## config.mk

```make
export PLATFORM = sky130hd
export DESIGN_NAME = multicycle_controller_flat
export DESIGN_NICKNAME = d
export VERILOG_FILES = /design/src/rtl/multicycle_controller_pkg.sv /design/src/rtl/multicycle_controller_if.sv /design/src/rtl/multicycle_controller_alu_decoder.sv /design/src/rtl/multicycle_controller.sv /design/src/flat_wrapper.sv
export SDC_FILE = /design/constraint.sdc
export NUM_CORES = 1
export LEC_CHECK = 0
export CELL_PAD_IN_SITES_DETAIL_PLACEMENT = 1
export CELL_PAD_IN_SITES_GLOBAL_PLACEMENT = 1
export CORE_MARGIN = 2
export CORE_UTILIZATION = 35
export DETAILED_ROUTE_END_ITERATION = 10
export PLACE_DENSITY_LB_ADDON = 0.1
export REMOVE_ABC_BUFFERS = 1
export SLEW_MARGIN = 20
export SYNTH_ARGS = -nofsm -noshare
export SYNTH_HDL_FRONTEND = slang
export SYNTH_HIERARCHICAL = 1
export SYNTH_SLANG_ARGS = --single-unit
```

## constraint.sdc

```tcl
create_clock -name clk -period 2.5 [get_ports clk]
set_clock_uncertainty 0.2 [all_clocks]
set_input_delay 0.25 -clock clk [delete_from_list [all_inputs] [get_ports clk]]
set_output_delay 0.25 -clock clk [all_outputs]
set_load 0.1 [all_outputs]
```

## src/rtl/multicycle_controller_pkg.sv

```systemverilog
// Shared types and encodings for the multicycle RISC-V control unit.
package rvscc_ctrl_pkg;

    typedef enum logic [3:0] {
        S_FETCH, S_DECODE, S_MEMADR, S_MEMREAD, S_MEMWB, S_MEMWRITE,
        S_EXECR, S_EXECI, S_ALUWB, S_BRANCH, S_JAL
    } state_t;

    localparam logic [6:0] OP_LOAD   = 7'b0000011;
    localparam logic [6:0] OP_STORE  = 7'b0100011;
    localparam logic [6:0] OP_RTYPE  = 7'b0110011;
    localparam logic [6:0] OP_ITYPE  = 7'b0010011;
    localparam logic [6:0] OP_BRANCH = 7'b1100011;
    localparam logic [6:0] OP_JAL    = 7'b1101111;

    typedef enum logic [1:0] {SRCA_PC = 2'b00, SRCA_OLDPC = 2'b01, SRCA_RS1 = 2'b10} src_a_t;
    typedef enum logic [1:0] {SRCB_RS2 = 2'b00, SRCB_IMM = 2'b01, SRCB_FOUR = 2'b10} src_b_t;
    typedef enum logic [1:0] {RES_ALUOUT = 2'b00, RES_MEMDATA = 2'b01, RES_ALU = 2'b10} result_t;

    localparam logic [1:0] ALUOP_ADD    = 2'b00;
    localparam logic [1:0] ALUOP_BRANCH = 2'b01;
    localparam logic [1:0] ALUOP_FUNCT  = 2'b10;

    localparam logic [2:0] ALU_ADD  = 3'b000;
    localparam logic [2:0] ALU_SUB  = 3'b001;
    localparam logic [2:0] ALU_AND  = 3'b010;
    localparam logic [2:0] ALU_OR   = 3'b011;
    localparam logic [2:0] ALU_XOR  = 3'b100;
    localparam logic [2:0] ALU_SLT  = 3'b101;
    localparam logic [2:0] ALU_SLTU = 3'b110;
    localparam logic [2:0] ALU_SLL  = 3'b111;

    // Per-state control word; input-dependent enables are qualified outside.
    typedef struct packed {
        logic       mem_req;
        logic       mem_write;
        logic       adr_src;
        logic       fetch;
        logic       decode;
        logic       jal;
        logic       branch;
        logic       reg_write;
        logic       retire;
        logic       retire_on_ready;
        src_a_t     a;
        src_b_t     b;
        result_t    res;
        logic [1:0] alu_op;
    } ctrl_t;

    function automatic ctrl_t state_ctrl(input state_t s);
        ctrl_t c;
        c.mem_req = 1'b0; c.mem_write = 1'b0; c.adr_src = 1'b0;
        c.fetch = 1'b0; c.decode = 1'b0; c.jal = 1'b0; c.branch = 1'b0;
        c.reg_write = 1'b0; c.retire = 1'b0; c.retire_on_ready = 1'b0;
        c.a = SRCA_PC; c.b = SRCB_RS2; c.res = RES_ALUOUT; c.alu_op = ALUOP_ADD;
        case (s)
            S_FETCH: begin
                c.mem_req = 1'b1; c.fetch = 1'b1; c.b = SRCB_FOUR; c.res = RES_ALU;
            end
            S_DECODE:   begin c.decode = 1'b1; c.a = SRCA_OLDPC; c.b = SRCB_IMM; end
            S_MEMADR:   begin c.a = SRCA_RS1; c.b = SRCB_IMM; end
            S_MEMREAD:  begin c.mem_req = 1'b1; c.adr_src = 1'b1; end
            S_MEMWB:    begin c.res = RES_MEMDATA; c.reg_write = 1'b1; c.retire = 1'b1; end
            S_MEMWRITE: begin
                c.mem_req = 1'b1; c.mem_write = 1'b1; c.adr_src = 1'b1; c.retire_on_ready = 1'b1;
            end
            S_EXECR:    begin c.a = SRCA_RS1; c.b = SRCB_RS2; c.alu_op = ALUOP_FUNCT; end
            S_EXECI:    begin c.a = SRCA_RS1; c.b = SRCB_IMM; c.alu_op = ALUOP_FUNCT; end
            S_ALUWB:    begin c.reg_write = 1'b1; c.retire = 1'b1; end
            S_BRANCH:   begin
                c.a = SRCA_RS1; c.b = SRCB_RS2; c.alu_op = ALUOP_BRANCH;
                c.branch = 1'b1; c.retire = 1'b1;
            end
            S_JAL:      begin c.a = SRCA_OLDPC; c.b = SRCB_FOUR; c.jal = 1'b1; end
            default: ;
        endcase
        return c;
    endfunction

endpackage

```

## src/rtl/multicycle_controller_if.sv

```systemverilog
// Memory request handshake between the controller and the memory.
interface multicycle_controller_if;
    logic mem_req;
    logic mem_write;
    logic adr_src;
    logic mem_ready;

    modport master (output mem_req, output mem_write, output adr_src, input mem_ready);
    modport slave  (input mem_req, input mem_write, input adr_src, output mem_ready);
endinterface

```

## src/rtl/multicycle_controller_alu_decoder.sv

```systemverilog
// ALU operation decode; branch_ok flags a supported branch funct_3.
module alu_decoder
    import rvscc_ctrl_pkg::*;
(
    input  logic [1:0] alu_op,
    input  logic [2:0] funct_3,
    input  logic       op_5,
    input  logic       funct_7_5,
    output logic [2:0] alu_ctrl,
    output logic       branch_neg,
    output logic       branch_ok
);

    always_comb begin
        alu_ctrl   = ALU_ADD;
        branch_neg = 1'b0;
        branch_ok  = 1'b0;
        case (alu_op)
            ALUOP_BRANCH: begin
                branch_ok = 1'b1;
                // branch_neg: taken when the compare result is zero
                case (funct_3)
                    3'b000:  begin alu_ctrl = ALU_SUB;  branch_neg = 1'b1; end
                    3'b001:  begin alu_ctrl = ALU_SUB;  branch_neg = 1'b0; end
                    3'b100:  begin alu_ctrl = ALU_SLT;  branch_neg = 1'b0; end
                    3'b101:  begin alu_ctrl = ALU_SLT;  branch_neg = 1'b1; end
                    3'b110:  begin alu_ctrl = ALU_SLTU; branch_neg = 1'b0; end
                    3'b111:  begin alu_ctrl = ALU_SLTU; branch_neg = 1'b1; end
                    default: branch_ok = 1'b0;
                endcase
            end
            ALUOP_FUNCT: begin
                case (funct_3)
                    3'b000:  alu_ctrl = (op_5 & funct_7_5) ? ALU_SUB : ALU_ADD;
                    3'b001:  alu_ctrl = ALU_SLL;
                    3'b010:  alu_ctrl = ALU_SLT;
                    3'b011:  alu_ctrl = ALU_SLTU;
                    3'b100:  alu_ctrl = ALU_XOR;
                    3'b110:  alu_ctrl = ALU_OR;
                    3'b111:  alu_ctrl = ALU_AND;
                    default: alu_ctrl = ALU_ADD;
                endcase
            end
            default: alu_ctrl = ALU_ADD;
        endcase
    end

endmodule

```

## src/rtl/multicycle_controller.sv

```systemverilog
// Multicycle RISC-V control FSM: per-state control word is registered alongside the state.
module multicycle_controller
    import rvscc_ctrl_pkg::*;
(
    input  logic                           clk,
    input  logic                           rst_n,
    multicycle_controller_if.master        mem,
    input  logic [6:0]                     opcode,
    input  logic [2:0]                     funct_3,
    input  logic                           funct_7_5,
    input  logic                           zero,
    output logic                           ir_write,
    output logic                           pc_write,
    output logic                           reg_write,
    output logic [1:0]                     alu_src_a,
    output logic [1:0]                     alu_src_b,
    output logic [1:0]                     result_src,
    output logic [2:0]                     alu_ctrl,
    output logic                           instr_done,
    output logic                           illegal_instr
);

    state_t state_q, state_d;
    ctrl_t  ctrl_q, ctrl_d;
    logic   op_legal;
    logic   branch_neg, branch_ok, branch_taken, fetch_done;

    always_comb begin
        op_legal = opcode inside {OP_LOAD, OP_STORE, OP_RTYPE, OP_ITYPE, OP_BRANCH, OP_JAL};
        state_d  = state_q;
        case (state_q)
            S_FETCH:    if (mem.mem_ready) state_d = S_DECODE;
            S_DECODE: begin
                case (opcode)
                    OP_LOAD, OP_STORE: state_d = S_MEMADR;
                    OP_RTYPE:          state_d = S_EXECR;
                    OP_ITYPE:          state_d = S_EXECI;
                    OP_BRANCH:         state_d = S_BRANCH;
                    OP_JAL:            state_d = S_JAL;
                    default:           state_d = S_FETCH;
                endcase
            end
            S_MEMADR:   state_d = opcode[5] ? S_MEMWRITE : S_MEMREAD;
            S_MEMREAD:  if (mem.mem_ready) state_d = S_MEMWB;
            S_MEMWRITE: if (mem.mem_ready) state_d = S_FETCH;
            S_EXECR, S_EXECI, S_JAL:     state_d = S_ALUWB;
            S_MEMWB, S_ALUWB, S_BRANCH:  state_d = S_FETCH;
            default:    state_d = S_FETCH;
        endcase
        ctrl_d = state_ctrl(state_d);
    end

    always_ff @(posedge clk or negedge rst_n) begin
        if (!rst_n) begin
            state_q <= S_FETCH;
            ctrl_q  <= state_ctrl(S_FETCH);
        end else begin
            state_q <= state_d;
            ctrl_q  <= ctrl_d;
        end
    end

    alu_decoder u_alu_decoder (
        .alu_op     (ctrl_q.alu_op),
        .funct_3    (funct_3),
        .op_5       (opcode[5]),
        .funct_7_5  (funct_7_5),
        .alu_ctrl   (alu_ctrl),
        .branch_neg (branch_neg),
        .branch_ok  (branch_ok)
    );

    // Enables are forced low by rst_n so they drop without waiting for a clock.
    assign fetch_done    = ctrl_q.fetch & mem.mem_ready;
    assign branch_taken  = branch_ok & (branch_neg ? zero : ~zero);
    assign mem.mem_req   = rst_n & ctrl_q.mem_req;
    assign mem.mem_write = rst_n & ctrl_q.mem_write;
    assign mem.adr_src   = ctrl_q.adr_src;
    assign ir_write      = rst_n & fetch_done;
    assign pc_write      = rst_n & (fetch_done | ctrl_q.jal | (ctrl_q.branch & branch_taken));
    assign reg_write     = rst_n & ctrl_q.reg_write;
    assign instr_done    = rst_n & (ctrl_q.retire | (ctrl_q.retire_on_ready & mem.mem_ready));
    assign illegal_instr = rst_n & ctrl_q.decode & ~op_legal;
    assign alu_src_a     = ctrl_q.a;
    assign alu_src_b     = ctrl_q.b;
    assign result_src    = ctrl_q.res;

endmodule

```

## src/flat_wrapper.sv

```systemverilog
// flat-port wrapper written by rule: the top's interface ports become plain ports
module multicycle_controller_flat import rvscc_ctrl_pkg::*;
  (clk, rst_n, opcode, funct_3, funct_7_5, zero, ir_write, pc_write, reg_write, alu_src_a, alu_src_b, result_src, alu_ctrl, instr_done, illegal_instr, mem_mem_req, mem_mem_write, mem_adr_src, mem_mem_ready);
  multicycle_controller_if mem_i ();
  input  logic clk;
  input  logic rst_n;
  input  logic [6:0] opcode;
  input  logic [2:0] funct_3;
  input  logic funct_7_5;
  input  logic zero;
  output logic ir_write;
  output logic pc_write;
  output logic reg_write;
  output logic [1:0] alu_src_a;
  output logic [1:0] alu_src_b;
  output logic [1:0] result_src;
  output logic [2:0] alu_ctrl;
  output logic instr_done;
  output logic illegal_instr;
  output wire logic [$bits(mem_i.mem_req)-1:0] mem_mem_req;
  output wire logic [$bits(mem_i.mem_write)-1:0] mem_mem_write;
  output wire logic [$bits(mem_i.adr_src)-1:0] mem_adr_src;
  input wire logic [$bits(mem_i.mem_ready)-1:0] mem_mem_ready;
  assign mem_mem_req = mem_i.mem_req;
  assign mem_mem_write = mem_i.mem_write;
  assign mem_adr_src = mem_i.adr_src;
  assign mem_i.mem_ready = mem_mem_ready;
  multicycle_controller u_core (.clk(clk), .rst_n(rst_n), .mem(mem_i), .opcode(opcode), .funct_3(funct_3), .funct_7_5(funct_7_5), .zero(zero), .ir_write(ir_write), .pc_write(pc_write), .reg_write(reg_write), .alu_src_a(alu_src_a), .alu_src_b(alu_src_b), .result_src(result_src), .alu_ctrl(alu_ctrl), .instr_done(instr_done), .illegal_instr(illegal_instr));
endmodule
```

After elaboration in Yosys (flattened, before gate mapping)
Cells that the tools add are included.
- register bits: 21
- output and inout port bits: 17
- equality and inequality tests: 32
- muxes and demuxes: 28
- bitwise gates (word level): 18
- reductions and logical operators: 20
- operator list (operator ; count):
    $eq A4 B3 Y1 const B ; 7
    $pmux W4 S6 ; 1
    $pmux W3 S7 ; 1
    $pmux W4 S5 ; 1
    $reduce_or A2 Y1 ; 9
    $eq A4 B2 Y1 const B ; 4
    $eq A4 B4 Y1 const B ; 4
    $pmux W2 S2 ; 4
    $mux W1 ; 15
    $reduce_or A3 Y1 ; 5
    $eq A7 B6 Y1 const B ; 2
    $eq A7 B7 Y1 const B ; 2
    $and A1 B1 Y1 ; 13
    $eq A3 B3 Y1 const B ; 4
    $mux W4 ; 3
    $pmux W3 S3 ; 1
    $eq A4 B1 Y1 const B ; 2
    $logic_not A4 Y1 ; 2
    $eq A7 B2 Y1 const B ; 1
    $eq A7 B5 Y1 const B ; 1
    $eq A3 B2 Y1 const B ; 2
    $pmux W3 S2 ; 1
    $reduce_bool A6 Y1 ; 1
    $reduce_or A6 Y1 ; 1
    8 further kinds ; 11

Longest topological paths before layout
Gate-level depths: netlist of the first run.
- word-level depth: 9
- depth in mapped cells: 7
- mapped depth without buffers: 6

Hierarchy
The synthesis of the first run kept the hierarchy.
- by module, submodules not included (module ; times used ; cells each ; area each (um^2) ; sequential area each (um^2)):
    multicycle_controller ; 1 ; 104 ; 1026.0 ; 479.2
    alu_decoder ; 1 ; 20 ; 137.6 ; 0.0

Worst setup path after synthesis of the first run
OpenSTA, ideal clock, no wires.
- kind: register -> output
- start point: register u_core/ctrl_q[1] in the netlist's numbering
- end point: output port pc_write
- data arrival time: 3.157 ns
- path slack: -1.107 ns
- stages on the path, launching flop included: 7
- path buffers: 0
- cells stage by stage: dfrtp_1 -> inv_1 -> ha_1 -> a21boi_1 -> xnor2_1 -> nand3_1 -> a21boi_0
- longest elaborated chain between the ends: 7
- elaborated cells between the ends (all ways): 8
- classes of those cells: eq/ne (1); mux (3); bitwise (4)
- RTL lines (item ; line ; RTL):
    from (decl) ; multicycle_controller.sv:24 ; ctrl_t ctrl_q, ctrl_d;
    from (signal assigned) ; multicycle_controller.sv:56 ; ctrl_q <= state_ctrl(S_FETCH);
    from (signal assigned) ; multicycle_controller.sv:59 ; ctrl_q <= ctrl_d;
    $eq A2 B1 Y1 ; multicycle_controller_alu_decoder.sv:18 ; case (alu_op)
    $mux W1 ; multicycle_controller_alu_decoder.sv:18 ;
    named net u_core.branch_neg ; multicycle_controller.sv:26 ; logic branch_neg, branch_ok, branch_taken, fetch_done;
    $mux W1 ; multicycle_controller.sv:75 ; assign branch_taken = branch_ok & (branch_neg ? zero : ~zero);
    $and A1 B1 Y1 ; multicycle_controller.sv:75 ;
    $and A1 B1 Y1 ; multicycle_controller.sv:80 ; assign pc_write = rst_n & (fetch_done | ctrl_q.jal | (ctrl_q.branch & branch_taken));
    $or A1 B1 Y1 ; multicycle_controller.sv:80 ;
    $and A1 B1 Y1 ; multicycle_controller.sv:80 ;
    to (decl) ; flat_wrapper.sv:12 ; output logic pc_write;
The timed path passes the listed nets, and every way through them passes these cells.

Worst setup path after layout of the first run
- start point: input port funct_3[2]
- end point: output port pc_write
- longest elaborated chain between the ends: 9
- elaborated cells between the ends (all ways): 17
- classes of those cells: eq/ne (5); mux (5); bitwise (4); reduce/logical (3)
- RTL lines (item ; line ; RTL):
    from (decl) ; flat_wrapper.sv:8 ; input logic [2:0] funct_3;
    $eq A3 B3 Y1 or $logic_not A3 Y1 (tied branches) ; multicycle_controller_alu_decoder.sv:22 ; case (funct_3)
    $reduce_or A3 Y1 (no source line) (*) ; n/a ;
    $mux W1 (*) ; multicycle_controller_alu_decoder.sv:22 ;
    $mux W1 (*) ; multicycle_controller_alu_decoder.sv:18 ;
    named net u_core.branch_neg ; multicycle_controller.sv:26 ;
    $mux W1 (*) ; multicycle_controller.sv:75 ;
    $and A1 B1 Y1 (*) ; multicycle_controller.sv:75 ;
    $and A1 B1 Y1 (*) ; multicycle_controller.sv:80 ;
    $or A1 B1 Y1 (*) ; multicycle_controller.sv:80 ;
    $and A1 B1 Y1 (*) ; multicycle_controller.sv:80 ;
The timed path passes the listed nets; every way through them passes the cells marked *.

==> reports/metrics.cfg, run 1 <==
[die]
io_pins = 32
dieArea_um2 = 3800
start_util_pct = 37.5
num_rows = 20
die_w_um = 61.7
die_h_um = 61.7
core-area_um2 = 3100

[critical_path]
crit_fanout = 2
worstPathArrival_ns = 1.95
worstPathRequired_ns = 2.05
crit_family = buffers and inverters
path_buf_inv = 3
crit_path_max_incr_delay_ns = 0.43
slowest_stage = clkdlybuf4s50_1
cp_cell_sequence = clkdlybuf4s50_1 -> or3_1 -> a21boi_2 -> xnor2_1 -> nand3_1 -> a21boi_0 -> buf_4 -> buf_12
cp-start-kind = input pin
worstSetupPathType = in2out
end_kind = output port

[layout]
syn2layout_area_growth_pct = 42.4
final_cell_area_um2 = 1660
final_net_count = 178
drive_gt1_share_pct = 28.1
diodes = 0
fill_cells = 367

[clocking]
cts_setup_buffers = 0
cts_tree = built
clock_latency_ns = 0.30
cts-root-buf = clkbuf_4
path_clk_slew_ns = 0.11
htree_levels = 1
clockBufferDepth = 2
postCtsHoldBufs = 0
numClockSinks = 19
cts_buffers = 3

[timing]
fmax_ghz = 0.417
period_minus_slack_ns = 2.40
rsz0062_at_grt = no
finalCritPeriodShare_pct = 95.9
worstMarginPinSlew_ns = 0.461
setup_slack_ns = 0.102
setup_viol = 0
relSlewSlack_pct = 69.2
hold_viol = 0
drv_slew = 0

[drt]
vias_per_cell = 5.20
wl_per_cell_um = 14.4
final_antenna_net_count = 0
vias = 1061
drt-total-wl_um = 2950
drt_iter0_markers = 61
route.detailed.drc = 0
drt-pass1-iter-count = 6

[synth]
synth_async_sr_flop_share_pct = 100
netlist_area_um2 = 1160
synth_ff_type = dfrtp_1
yosys_register_bits = 19
synth-edff-count = 0
syn_area_per_cell_um2 = 9.38
ys.warnings.count = 6
ys_seq_area_share_pct = 41.2
ys_types = 46
syn-instance-count = 124

[placed_design]
hpwl_um = 2350
pre_cts_ws_ns = -0.0156
gp_congestion = 0.752
portBuffers = 31
place_area_um2 = 1630

[global_routing]
grt_max_degree = 13
antenna_found_initial = 0
track_usage_pct = 17.7
grt_overflow = 0
grt_pass1_vias = 1065
grt_pass1_wl_um = 4890

[run]
cap_viol_max_count = 0

[pwr]
p_per_area_nw_per_um2 = 478
p_leak_nw = 0.745
p_total_w = 0.000791
vdd_drop_max_uv = 324

[worst_hold_path]
min_path_type = in2async

[status]
status = complete, no violations

==> cell usage after synthesis, drive strengths merged, types with 3 or more instances <==
cell type | count | area [um^2]
nor3 | 3 | 15.0
nand2 | 13 | 51.3
a21oi | 7 | 38.8
and2 | 3 | 18.8
buf | 7 | 52.6
dfrtp | 16 | 400
inv | 11 | 41.3
a21boi | 3 | 22.5
dfstp | 3 | 78.8
nor2 | 10 | 40.0
nand2b | 3 | 18.8
nand3b | 4 | 30.0
==> repair_timing <==
| action | 4_1_cts | 5_1_grt |
|---|---|---|
| setup endpoints to repair | 1 | 1 |
| cloned | 0 | 0 |
| resized for setup | 1 | 1 |
==> cells by family after synthesis <==
| family | share of synthesized area [%] |
|---|---|
| multiplexers | 0.968 |
| AO/OA/AOI/OAI | 16.6 |
| XOR/XNOR | 1.51 |
| adder cells (fa/ha/maj) | 2.15 |
| AND/OR/NAND/NOR | 28.9 |
| buffers and inverters | 8.71 |
| flip-flops | 41.2 |
==> sequential cells by signal (all words and copies together) (netlist names) <==
name                cells
u_core/ctrl_q           9
u_core/state_q          4
u_core/alu_src_a        2
u_core/alu_src_b        2
u_core/mem.adr_src      1
u_core/result_src       1
==> cell type report <==
class | count | area (um^2) | share of cell area (%)
clock inverters | 1 | 5.00 | 0.302
clock buffers | 3 | 22.5 | 1.36
inverters | 11 | 41.3 | 2.49
flip-flops and latches | 19 | 479 | 28.9
multi-input cells | 85 | 587 | 35.4
well taps | 44 | 55.1 | 3.32
repair buffers | 41 | 467 | 28.2
==> power breakdown <==
part           internal [W]  switching (W)
Combinational     0.0000951       0.000195
Clock             0.0000596      0.0000991
Sequential         0.000331      0.0000107
==> per-stage QoR <==
step / util [%] / cells / hold WS, ns / TNS, ns
finish: 53.4 / 204 / 0.0506 / 0
CTS: 53.3 / 204 / 0.0518 / 0
global placement: 52.4 / 200 / 0.402 / 0
detailed placement: 52.4 / 200 / 0.397 / -0.0156
floorplan: - / 115 / -0.246 / -1.63
global route: 53.4 / 204 / 0.0631 / 0
==> worst paths after layout <==
path                                                  start                           end  slack (ns)  cells after the start
worst max-delay path                             funct_3[2]                      pc_write        0.10                      8
worst min-delay path                                  rst_n  u_core/mem.adr_src$_DFF_PN0_        0.05                      1
worst max register to register  u_core/state_q[1]$_DFF_PN0_   u_core/ctrl_q[17]$_DFF_PN1_        0.26                      6
worst min register to register  u_core/state_q[3]$_DFF_PN0_   u_core/ctrl_q[17]$_DFF_PN1_        0.44                      2
max in group asynchronous                             rst_n   u_core/ctrl_q[14]$_DFF_PN1_        1.48                      2
min in group clk                                  opcode[4]    u_core/ctrl_q[1]$_DFF_PN0_        0.40                      2
==> placed cells by master (no fill, tap or decap), types with 2 or more instances in the layout <==
cell type	synthesis	routed
o32a_1	2	2
nand2b_1	3	3
nand3b_1	4	4
or3_1	2	2
clkdlybuf4s50_1	0	13
a21boi_0	2	2
ha_1	2	2
a32oi_1	2	2
clkbuf_4	0	3
o21ai_0	2	2
buf_12	0	10
a21oi_1	6	6
or3b_2	2	2
dfrtp_1	16	16
o31ai_1	2	2
buf_4	7	17
nor3_1	3	3
and2_1	3	3
or2b_1	2	2
o22ai_1	2	2
dfstp_2	3	3
nor2_1	9	9
nand3_1	2	2
nand2_1	12	12
inv_1	11	11
==> layer usage <==
metal	routed length, um	track usage [%]	part of all wire [%]
met1	1270	21.5	43
met2	1510	32.0	51
met3	136	1.89	4.6
met4	31	6.38	1.1
met5	0	0	0
No activity file was read; power rests on OpenSTA's default activity.
==> run 2, diff against run 1 <==
Settings changed: CTS_BUF_LIST from default to sky130_fd_sc_hd__clkbuf_16.
==> reports/metrics.cfg, run 2 (same netlist as run 1, synthesis figures left out) <==
[placed_design]
portBuffers = 31  ; unchanged
dp.cells = 200  ; unchanged
gp_congestion = 0.752  ; unchanged
hpwl_um = 2350  ; unchanged
place_area_um2 = 1630  ; unchanged

[clocking]
cts_tree = built  ; unchanged
cts_setup_buffers = 0  ; unchanged
path_clk_slew_ns = 0.06  ; was 0.11 ns
cts-root-buf = clkbuf_16  ; was clkbuf_4
cts_buffers = 3  ; unchanged
htree_levels = 1  ; unchanged
cts_resized = 1  ; unchanged
clock_latency_ns = 0.25  ; was 0.30 ns
postCtsHoldBufs = 0  ; unchanged
clockBufferDepth = 2  ; unchanged
numClockSinks = 19  ; unchanged

[critical_path]
cp-start-kind = input pin  ; unchanged
worstSetupPathType = in2out  ; unchanged
ff2ff_path_depth = 6  ; unchanged
r2r_start = u_core/state_q[1]$_DFF_PN0_  ; unchanged
end_kind = output port  ; unchanged
worstPathRequired_ns = 2.05  ; about the same
worstPathArrival_ns = 1.94  ; was 1.95 ns
crit_fanout = 2  ; unchanged
critPathLaunch = funct_3[2]  ; unchanged

[drt]
drt-total-wl_um = 3120  ; was 2950 um
final_antenna_net_count = 0  ; unchanged
vias = 1068  ; was 1061
route.detailed.drc = 0  ; unchanged
drt_iter0_markers = 59  ; was 61
drt-pass1-iter-count = 5  ; was 6
wl_per_cell_um = 15.3  ; was 14.4 um
vias_per_cell = 5.24  ; was 5.20

[layout]
regArea_um2 = 479  ; unchanged
final_core_util_pct = 55.0  ; was 53.4%
final_cell_area_um2 = 1710  ; was 1660 um^2
largest-register = u_core/ctrl_q  ; unchanged
final_common_cell = buf_4  ; unchanged
syn2layout_area_growth_pct = 46.6  ; was 42.4%
final_cells = 204  ; unchanged
largest_reg_flops = 9  ; unchanged
final_cell_mix = 17 x buf_4, 16 x dfrtp_1, 13 x clkdlybuf4s50_1, 12 x nand2_1, 11 x inv_1  ; unchanged
top_regs = u_core/ctrl_q x9, u_core/state_q x4  ; unchanged
drive_gt1_share_pct = 27.5  ; was 28.1%
multi_input_area_um2 = 583  ; was 587 um^2
fill_cells = 365  ; was 367
diodes = 0  ; unchanged
final_net_count = 178  ; unchanged

[timing]
hold_viol = 0  ; unchanged
worstMarginPinSlew_ns = 0.460  ; was 0.461 ns
rsz0062_at_grt = no  ; unchanged
drv_slew = 0  ; unchanged
finalCritPeriodShare_pct = 95.5  ; was 95.9%
fmax_ghz = 0.419  ; was 0.417 GHz
whs_ns = 0.114  ; was 0.0506 ns
setup_viol = 0  ; unchanged
period_minus_slack_ns = 2.39  ; was 2.40 ns
relSlewSlack_pct = 69.2  ; about the same

[global_routing]
grt_overflow = 0  ; unchanged
antenna_found_initial = 0  ; unchanged
grt_pass1_wl_um = 5010  ; was 4890 um
grt_max_degree = 13  ; unchanged
track_usage_pct = 18.3  ; was 17.7%
grt_pass1_vias = 1092  ; was 1065

[pwr]
vdd_drop_max_uv = 386  ; was 324 uV
p_leak_nw = 0.769  ; was 0.745 nW
p_per_area_nw_per_um2 = 569  ; was 478 nW/um^2

[die]
num_rows = 20  ; unchanged
die_h_um = 61.7  ; unchanged
die_w_um = 61.7  ; unchanged
io_pins = 32  ; unchanged
dieArea_um2 = 3800  ; unchanged
core-area_um2 = 3100  ; unchanged
start_util_pct = 37.5  ; unchanged

[status]
status = complete, no violations  ; unchanged

[run]
cap_viol_max_count = 0  ; unchanged

[worst_hold_path]
min_path_type = in2async  ; unchanged

run 2: area by class of cell:
cell class,count,share of cell area (%)
Multi-Input combinational cell,85,34.2
Sequential cell,19,28.1
Timing Repair Buffer,41,27.4
Clock buffer,3,4.40
Tap cell,44,3.23
Inverter,11,2.42
Clock inverter,1,0.293
run 2: power by group:
group	switching, W	total [W]	internal, W
Clock	0.000121	0.000335	0.000215
Combinational	0.000197	0.000292	0.0000952
Sequential	0.0000110	0.000343	0.000332
Total	0.000328	0.000970	0.000642
run 2: critical path: stages:
cell and delay (ns):
clkdlybuf4s50_1 0.43, or3_1 0.42, a21boi_1 0.17, xnor2_1 0.13, nand3_1 0.09, a21boi_1 0.14, buf_4 0.14, buf_12 0.16
run 2: metal layers:
layer / vias to the layer above / GRT usage, % / part of all wire, %
met5: - / 0 / 0
met4: 0 / 7.29 / 1.1
met3: 4 / 2.52 / 4.8
met2: 32 / 33.5 / 52
met1: 534 / 21.4 / 42
li1: 498 / - / -
run 2: per-stage QoR:
| step | setup WS [ns] | total power [W] | setup TNS [ns] |
|---|---|---|---|
| 2_1_floorplan | -1.13 | 0.000529 | -1.63 |
| 3_3_place_gp | 0.0562 | 0.000635 | 0 |
| 3_5_place_dp | -0.0156 | 0.000640 | -0.0156 |
| 4_1_cts | 0.0571 | 0.000976 | 0 |
| 5_1_grt | 0.0132 | 0.00101 | 0 |
| 6_report | 0.112 | 0.000970 | 0 |
run 2: final timing paths:
path	to	slack, ns
worst max-delay path	pc_write	0.11
max in group asynchronous	u_core/ctrl_q[14]$_DFF_PN1_	1.43
worst max register to register	u_core/ctrl_q[17]$_DFF_PN1_	0.24
worst min-delay path	u_core/mem.adr_src$_DFF_PN0_	0.11
min in group clk	u_core/ctrl_q[1]$_DFF_PN0_	0.43
worst min register to register	u_core/ctrl_q[1]$_DFF_PN0_	0.43
